## src/rtl/pe_pkg.sv

```systemverilog
// Shared definitions for the PE partial-sum collector.
//   - default channel / accumulator widths
//   - collector FSM state encoding
//   - width-parameterised saturating clamp helpers (operate on a 64-bit
//     signed carrier; callers size-cast the result down to their width)
package pe_pkg;

  localparam int unsigned DATA_W_DEF = 16;
  localparam int unsigned ACC_W_DEF  = 16;

  typedef enum logic [0:0] {
    ST_COLLECT = 1'b0,
    ST_HOLD    = 1'b1
  } state_e;

  // Largest value representable in a w-bit signed number.
  function automatic logic signed [63:0] sat_max(input int unsigned w);
    return (64'sd1 <<< (w - 1)) - 64'sd1;
  endfunction

  // Smallest value representable in a w-bit signed number.
  function automatic logic signed [63:0] sat_min(input int unsigned w);
    return -(64'sd1 <<< (w - 1));
  endfunction

  // Clamp x into the w-bit signed range.
  function automatic logic signed [63:0] sat_clamp(input logic signed [63:0] x,
                                                  input int unsigned       w);
    if (x > sat_max(w)) return sat_max(w);
    if (x < sat_min(w)) return sat_min(w);
    return x;
  endfunction

  // True when sat_clamp(x, w) would alter x.
  function automatic logic sat_hit(input logic signed [63:0] x,
                                   input int unsigned       w);
    return (x > sat_max(w)) || (x < sat_min(w));
  endfunction

endpackage

```

## src/rtl/pe_psum_adder_tree.sv

```systemverilog
// Combinational masked sum of N_CH signed channel values.
// Ports:
//   en_i   [N_CH]          per-channel include mask
//   data_i [N_CH*DATA_W]   channel i at [i*DATA_W +: DATA_W], two's complement
//   sum_o  [SUM_W]         sign-extended sum of the enabled channels
// SUM_W must be at least DATA_W + $clog2(N_CH+1) so the sum cannot overflow.
module pe_psum_adder_tree #(
  parameter int unsigned N_CH   = 3,
  parameter int unsigned DATA_W = 16,
  parameter int unsigned SUM_W  = 18
) (
  input  logic [N_CH-1:0]        en_i,
  input  logic [N_CH*DATA_W-1:0] data_i,
  output logic signed [SUM_W-1:0] sum_o
);

  always_comb begin
    sum_o = '0;
    for (int unsigned i = 0; i < N_CH; i++) begin
      if (en_i[i]) begin
        sum_o = sum_o + SUM_W'($signed(data_i[i*DATA_W +: DATA_W]));
      end
    end
  end

endmodule

```

## src/rtl/pe_psum_accum.sv

```systemverilog
// Partial-sum collector for a PE column. Gathers one signed value from each
// of N_CH channels per round (any order, any grouping per cycle), then
// presents the round total on a registered valid/ready output. A second
// completed round can be parked (HOLD) while the output register is full.
// Ports:
//   clk, reset             rising-edge clock, synchronous active-high reset
//   done_in   [N_CH]       per-channel strobe
//   data_in   [N_CH*DATA_W] channel values, channel i at [i*DATA_W +: DATA_W]
//   in_ready               strobes are accepted this cycle
//   out_valid / out_ready  result handshake
//   value     [ACC_W]      round sum (wrapped or clamped per SAT_EN)
//   sat                    some add in the round clamped (SAT_EN=1 only)
//   err_dup                sticky: strobe on an already-received channel
//   err_drop               sticky: strobe while in_ready=0
module pe_psum_accum
  import pe_pkg::*;
#(
  parameter int unsigned N_CH   = 3,
  parameter int unsigned DATA_W = DATA_W_DEF,
  parameter int unsigned ACC_W  = ACC_W_DEF,
  parameter int unsigned SAT_EN = 0
) (
  input  logic                   clk,
  input  logic                   reset,
  input  logic [N_CH-1:0]        done_in,
  input  logic [N_CH*DATA_W-1:0] data_in,
  output logic                   in_ready,
  output logic                   out_valid,
  input  logic                   out_ready,
  output logic [ACC_W-1:0]       value,
  output logic                   sat,
  output logic                   err_dup,
  output logic                   err_drop
);

  localparam int unsigned SUM_W = ACC_W + $clog2(N_CH + 1);

  state_e                   state_q, state_d;
  logic [N_CH-1:0]          mask_q, mask_d;
  logic signed [ACC_W-1:0]  acc_q, acc_d;
  logic                     rsat_q, rsat_d;
  logic [ACC_W-1:0]         value_q, value_d;
  logic                     sat_q, sat_d;
  logic                     ov_q, ov_d;
  logic                     edup_q, edup_d;
  logic                     edrop_q, edrop_d;

  logic [N_CH-1:0]          accept;
  logic [N_CH-1:0]          mask_new;
  logic signed [SUM_W-1:0]  tree_sum;
  logic signed [SUM_W-1:0]  wide;
  logic signed [ACC_W-1:0]  acc_next;
  logic                     clamp_hit;
  logic                     complete;
  logic                     out_free;
  logic                     dup;
  logic                     drop;

  assign in_ready = (state_q == ST_COLLECT);
  assign accept   = done_in & ~mask_q & {N_CH{in_ready}};
  assign mask_new = mask_q | accept;
  assign complete = in_ready && (&mask_new);
  assign out_free = !ov_q || out_ready;
  assign dup      = in_ready && (|(done_in & mask_q));
  assign drop     = !in_ready && (|done_in);

  pe_psum_adder_tree #(
    .N_CH   (N_CH),
    .DATA_W (DATA_W),
    .SUM_W  (SUM_W)
  ) u_tree (
    .en_i   (accept),
    .data_i (data_in),
    .sum_o  (tree_sum)
  );

  // Whole-cycle sum is formed wide, then wrapped or clamped once, so a
  // transient overflow between channels landing together never clamps.
  assign wide = SUM_W'(acc_q) + tree_sum;

  always_comb begin
    acc_next  = wide[ACC_W-1:0];
    clamp_hit = 1'b0;
    if (SAT_EN != 0) begin
      acc_next  = ACC_W'(sat_clamp(64'(wide), ACC_W));
      clamp_hit = sat_hit(64'(wide), ACC_W);
    end
  end

  always_comb begin
    state_d = state_q;
    mask_d  = mask_q;
    acc_d   = acc_q;
    rsat_d  = rsat_q;
    value_d = value_q;
    sat_d   = sat_q;
    ov_d    = ov_q;
    edup_d  = edup_q | dup;
    edrop_d = edrop_q | drop;

    // Consumption first; a load below in the same cycle overrides it.
    if (ov_q && out_ready) ov_d = 1'b0;

    unique case (state_q)
      ST_COLLECT: begin
        acc_d  = acc_next;
        mask_d = mask_new;
        rsat_d = rsat_q | clamp_hit;
        if (complete) begin
          if (out_free) begin
            value_d = acc_next;
            sat_d   = rsat_q | clamp_hit;
            ov_d    = 1'b1;
            acc_d   = '0;
            mask_d  = '0;
            rsat_d  = 1'b0;
          end else begin
            state_d = ST_HOLD;
          end
        end
      end
      ST_HOLD: begin
        if (out_ready) begin
          value_d = acc_q;
          sat_d   = rsat_q;
          ov_d    = 1'b1;
          acc_d   = '0;
          mask_d  = '0;
          rsat_d  = 1'b0;
          state_d = ST_COLLECT;
        end
      end
      default: state_d = ST_COLLECT;
    endcase
  end

  always_ff @(posedge clk) begin
    if (reset) begin
      state_q <= ST_COLLECT;
      mask_q  <= '0;
      acc_q   <= '0;
      rsat_q  <= 1'b0;
      value_q <= '0;
      sat_q   <= 1'b0;
      ov_q    <= 1'b0;
      edup_q  <= 1'b0;
      edrop_q <= 1'b0;
    end else begin
      state_q <= state_d;
      mask_q  <= mask_d;
      acc_q   <= acc_d;
      rsat_q  <= rsat_d;
      value_q <= value_d;
      sat_q   <= sat_d;
      ov_q    <= ov_d;
      edup_q  <= edup_d;
      edrop_q <= edrop_d;
    end
  end

  assign out_valid = ov_q;
  assign value     = value_q;
  assign sat       = sat_q;
  assign err_dup   = edup_q;
  assign err_drop  = edrop_q;

endmodule

```

## config.mk

```make
export PLATFORM = sky130hd
export DESIGN_NAME = pe_psum_accum
export DESIGN_NICKNAME = d
export VERILOG_FILES = /design/src/rtl/pe_pkg.sv /design/src/rtl/pe_psum_adder_tree.sv /design/src/rtl/pe_psum_accum.sv
export SDC_FILE = /design/constraint.sdc
export NUM_CORES = 1
export LEC_CHECK = 0
export ABC_AREA = 1
export CAP_MARGIN = 20
export CORE_MARGIN = 5
export CORE_UTILIZATION = 34
export CTS_BUF_LIST = sky130_fd_sc_hd__clkbuf_8 sky130_fd_sc_hd__clkbuf_16
export CTS_CLUSTER_DIAMETER = 30
export DETAILED_ROUTE_END_ITERATION = 10
export PLACE_DENSITY_LB_ADDON = 0.25
export SYNTH_ARGS = -nofsm -noshare
export SYNTH_HDL_FRONTEND = slang
export SYNTH_SLANG_ARGS = --single-unit
export TNS_END_PERCENT = 1
```

## constraint.sdc

```tcl
create_clock -name clk -period 8.5 [get_ports clk]
set_input_delay 1.7 -clock clk [delete_from_list [all_inputs] [get_ports clk]]
set_output_delay 1.7 -clock clk [all_outputs]
set_load 0.005 [all_outputs]
```

======== Word-level counts from Yosys, hierarchy flattened ========
Cells that the tools add are included.
storage, ports and cells
  logic and storage cells ................. 65
  register bits ........................... 41
  bits of input ports ..................... 54
  output and inout port bits .............. 21
cells by class
  mux-type cells .......................... 32
  reduce and logical (&&, ||, !) cells .... 10
  add/subtract/negate cells ............... 3
  bitwise operators ....................... 8
  eq/ne operators ......................... 3
operators by type and width
  operator                                                          count
  16-bit two-way mux                                                9
  16-bit one-hot mux with 2 select lines                            2
  16-bit adder                                                      3
  1-bit two-way mux                                                 13
  3-bit AND                                                         3
  3-bit two-way mux                                                 3
  1-bit one-hot mux with 2 select lines                             4
  3-bit one-hot mux with 2 select lines                             1
  3-bit AND reduction                                               2
  3-bit OR reduction                                                2
  1-bit logical AND                                                 4
  2-bit by 1-bit != test with 1-bit output (second input constant)  2
  3-bit inverter                                                    1
  3-bit bitwise OR                                                  1
  2-bit != test (second input constant)                             1
  1-bit bitwise OR                                                  2
  1-bit zero test                                                   1
  1-bit logical OR                                                  1
  1-bit inverter                                                    1

======== Logic depth before layout (Yosys ltp) ========
  depth in word-level cells ............... 12
  gate-level depth with buffers ........... 39

======== Hierarchy ========
Synthesis repeated with hierarchy kept, for this count alone.
unflattened totals
  cells, all modules ...................... 880
  area total of the unflattened synthesis .. 5127.4 µm²
modules (own cells, without submodules)
  module              cells an instance  instances  area an instance (µm²)
  pe_psum_accum       432                1          2691.3
  pe_psum_adder_tree  448                1          2436.1

======== Worst setup path before layout ========
Ideal clock, no wire load.
  path kind ............................... input port to flip-flop
  start ................................... input port done_in[0]
  end ..................................... register acc_q[14]
  setup time .............................. 132 ps
  slack ................................... 2219 ps
  arrival time ............................ 6148 ps
  buffers on the path ..................... 1
  data required time ...................... 8368 ps
  stages on the path ...................... 36
  path through ............................ nand2_2 -> nor2_4 -> inv_1 -> buf_1 -> nor2_1 -> ha_1 -> fa_1 -> nand2_1 -> nand3_2 -> nand2_2 -> o21ai_1 -> nand2_1 -> nand2_1 -> xnor2_1 -> o21ai_2 -> ha_1 -> nand2_1 -> inv_1 -> nand3_1 -> o21ai_1 -> nand3_1 -> nand2_1 -> nand3_1 -> nand2_1 -> xor2_1 -> o21ai_0 -> ha_1 -> nand2_1 -> inv_1 -> nand4_1 -> o2111ai_1 -> a21oi_1 -> o21bai_1 -> or2_2 -> nand3_1 -> a21oi_1
on the way
  longest elaborated chain between the ends .. 11
  elaborated cells between the ends (all ways) .. 14
  classes of those cells .................. add/sub (3); mux (6); bitwise (3); reduce/logical (2)
RTL lines
  what                                        RTL line                  text
  start: declaration                          pe_psum_accum.sv:25       input logic [N_CH-1:0] done_in,
  3-bit AND (*) (2 in series)                 pe_psum_accum.sv:60       assign accept = done_in & ~mask_q & {N_CH{in_ready}};
  16-bit two-way mux                          pe_psum_adder_tree.sv:20  if (en_i[i]) begin
  16-bit adder                                pe_psum_adder_tree.sv:21  sum_o = sum_o + SUM_W'($signed(data_i[i*DATA_W +: DATA_W]));
  16-bit two-way mux                          pe_psum_adder_tree.sv:20
  16-bit adder                                pe_psum_adder_tree.sv:21
  16-bit two-way mux                          pe_psum_adder_tree.sv:20
  16-bit adder                                pe_psum_accum.sv:79       assign wide = SUM_W'(acc_q) + tree_sum;
  16-bit two-way mux                          pe_psum_accum.sv:110      if (out_free) begin
  16-bit two-way mux (*)                      pe_psum_accum.sv:109      if (complete) begin
  16-bit one-hot mux with 2 select lines (*)  pe_psum_accum.sv:104      unique case (state_q)
  end signal: assignment                      pe_psum_accum.sv:141      acc_q <= '0;
  end signal: assignment                      pe_psum_accum.sv:151      acc_q <= acc_d;
  end: declaration                            pe_psum_accum.sv:40       logic signed [ACC_W-1:0] acc_q, acc_d;
Every way passes the cells marked *; elsewhere a longest branch is shown, timed or not.
A chain may end at the register's enable or synchronous reset.

======== Final worst setup path ========
Ends and elaborated chain as after synthesis.

==> impl_metrics.py <==
metrics = {
    "grt": {
        "grt_pass1_vias": 4536,
        "grt_usage": 0.174,
        "grt_pass1_wl_um": 21100,
        "antenna_found_initial": 0,
        "grt_overflow": 0,
        "grt_max_degree": 27,
    },
    "placed_design": {
        "hpwl_um": 10200,
        "io_buffers": 73,
        "place_congestion": 0.910,
    },
    "clocking": {
        "cts_buffers": 5,
        "worstSkewPairLatency_ps": 280,
        "clk_path_buf_depth": 2,
        "path_clk_slew_ps": 60,
        "cts_setup_buffers": 0,
        "htree_levels": 2,
        "root_buffer": "clkbuf_16",
        "cts.sinks": 39,
        "postCtsHoldBufs": 0,
        "ctsResizeCount": 0,
        "tritoncts": "built",
    },
    "yosys": {
        "yosysSeqAreaShare": 0.186,
        "yosysTopAreaCell": "dfxtp_1",
        "syn-cell-area_um2": 4200,
        "synth_seq_cells": 39,
        "ys_types": 44,
        "ys.flop_type": "dfxtp_1",
        "yosysWarnings": 0,
        "synth_edf_count": 0,
        "synth_top_area_share": 0.186,
        "async_flop_share": 0,
        "synth.area.top_cells": "dfxtp_1, nand2_1, ha_1",
        "avgSynthCellArea_um2": 6.25,
        "synth_nets": 775,
        "netlist_instances": 673,
    },
    "die": {
        "die-height_um": 121,
        "die_area_um2": 14700,
        "start_util": 0.349,
        "num_rows": 40,
        "core-area_um2": 12100,
        "pin_count": 75,
        "die_w_um": 121,
    },
    "sta": {
        "skew_ps": 3.91,
        "fmax_mhz": 135,
        "fin_crit_ps": 7400,
        "finalMaxSlewViolations": 0,
        "final_hold_viol_count": 0,
        "final.period_utilization": 0.871,
        "slew_headroom": 0.294,
        "rsz0062_at_grt": "false",
        "setup_viol": 0,
        "worst_pin_slew_ps": 1060,
        "fin_setup_tns_ps": 0,
    },
    "detailed_routing": {
        "vias_per_cell": 5.04,
        "dr_total_vias": 4555,
        "wl_per_cell_um": 14.1,
        "drc": 0,
        "first_iter_violations": 240,
        "routed_wl_um": 12700,
        "drtAntennaViolNets": 0,
        "first_pass_iters": 4,
    },
    "power_and_ir_drop": {
        "p_seq_frac": 0.242,
        "pwr-share-comb": 0.595,
        "power_mw": 1.11,
        "powerDensity_nw_per_um2": 213,
        "max-vdd-ir-drop_mv": 0.0914,
        "swShare": 0.449,
        "p_clk_frac": 0.163,
        "leakagePower_nw": 2.46,
        "intPower_uw": 612,
        "p_switching_uw": 499,
    },
    "worst_setup_path": {
        "critical_path.max_fanout": 15,
        "end_kind": "flip-flop",
        "critical_path_arrival_ps": 7520,
        "critPathRequiredTime_ps": 8610,
        "crit_start": "done_in[0]",
        "rr_startpoint": "state_q$_SDFF_PP0_",
        "crit_end": "acc_q[14]$_SDFFE_PP0P_",
        "slowest_stage": "clkdlybuf4s50_1",
        "reg2reg_setup_slack_ps": 1590,
        "r2r_cells": 36,
        "worstSetupPathType": "in2reg",
        "max_stage_delay_ps": 470,
        "startpoint_type": "input pin",
        "path_common_cell": "nand2_1",
        "r2r-end": "acc_q[14]$_SDFFE_PP0P_",
    },
    "layout": {
        "drive_gt1_frac": 0.0557,
        "final_cell_mix": "nand2_1, a21oi_1, clkdlybuf4s50_1",
        "layout_commonest_cell": "nand2_1",
        "fin_nets": 837,
        "syn2layout_area_growth_pct": 24.1,
        "diodes": 0,
    },
    "hold_path": {
        "hold_path_class": "reg2reg",
    },
    "run_status": {
        "status": "completed",
    },
    "run": {
        "drv_cap": 0,
    },
}
worst max-delay path, delay by kind of cell:
kind,cells,cell delay (ps)
xor gates and xnor gates,2,360
buffers and inverters,4,970
adders and majority gates,4,1440
and+or+nand+nor,18,1900
AOI/OAI and AO/OA,8,1140
how the worst min path moves through the flow:
stage / startpoint / to / cells past startpoint
global route: value[7]$_SDFFE_PP0P_ / value[7]$_SDFFE_PP0P_ / 2
detailed placement: value[7]$_SDFFE_PP0P_ / value[7]$_SDFFE_PP0P_ / 2
global placement: value[7]$_SDFFE_PP0P_ / value[7]$_SDFFE_PP0P_ / 2
finish: value[7]$_SDFFE_PP0P_ / value[7]$_SDFFE_PP0P_ / 2
CTS: value[7]$_SDFFE_PP0P_ / value[7]$_SDFFE_PP0P_ / 2
floorplan: err_dup$_SDFF_PP0_ / err_dup$_SDFF_PP0_ / 2
final cells by class:
class                   count  area (µm²)
clock buffers               5         125
clock inverters             3        15.0
fillers                  1266        6840
inverters                  75         282
multi-input cells         538        3050
flip-flops and latches     39         781
well taps                 168         210
repair buffers             76         753
per-layer routing:
layer	vias up	global-route usage	routed length [µm]
li1	2373	-	-
met1	2050	0.227	5970
met2	107	0.301	5910
met3	25	0.0252	549
met4	0	0.0469	297
met5	-	0	0
cells in the mapped netlist, drive strengths merged, types with 8 or more instances:
master / instances
dfxtp: 39
xor2: 15
nand2: 167
nor2: 57
inv: 75
xnor2: 12
o21ai: 59
nand4: 8
clkbuf: 10
buf: 11
nand3: 43
a21oi: 86
ha: 45
power groups by stage:
stage               clock, mW  sequential, mW  combinational (mW)
finish                  0.181           0.268               0.662
global route            0.193           0.275               0.756
CTS                     0.186           0.269               0.661
detailed placement          0           0.273               0.657
global placement            0           0.271               0.642
floorplan                   0           0.262               0.487
flip-flops by register name (all words and copies together) (netlist names):
register,flops
mask_q,3
value,16
state_q,1
out_valid,1
err_dup,1
err_drop,1
acc_q,16
stage by stage:
stage	hold slack [ps]	utilization	worst slack, ps	instances	instance area (µm²)
detailed placement	463	0.420	804	895	5070
global route	506	0.433	593	904	5220
floorplan	460	-	2220	673	4200
finish	470	0.433	1100	904	5220
global placement	459	0.420	884	895	5070
CTS	472	0.432	1090	903	5210
kinds of logic after synthesis:
logic type | after synthesis | share of synthesized area
simple gates | 291 | 0.297
other cells | 1 | 0.000892
compound gates | 171 | 0.223
fa+ha+maj | 48 | 0.148
xor+xnor | 27 | 0.0563
buf+inv | 96 | 0.0884
flops | 39 | 0.186
Power figures use the tool's default switching activity.
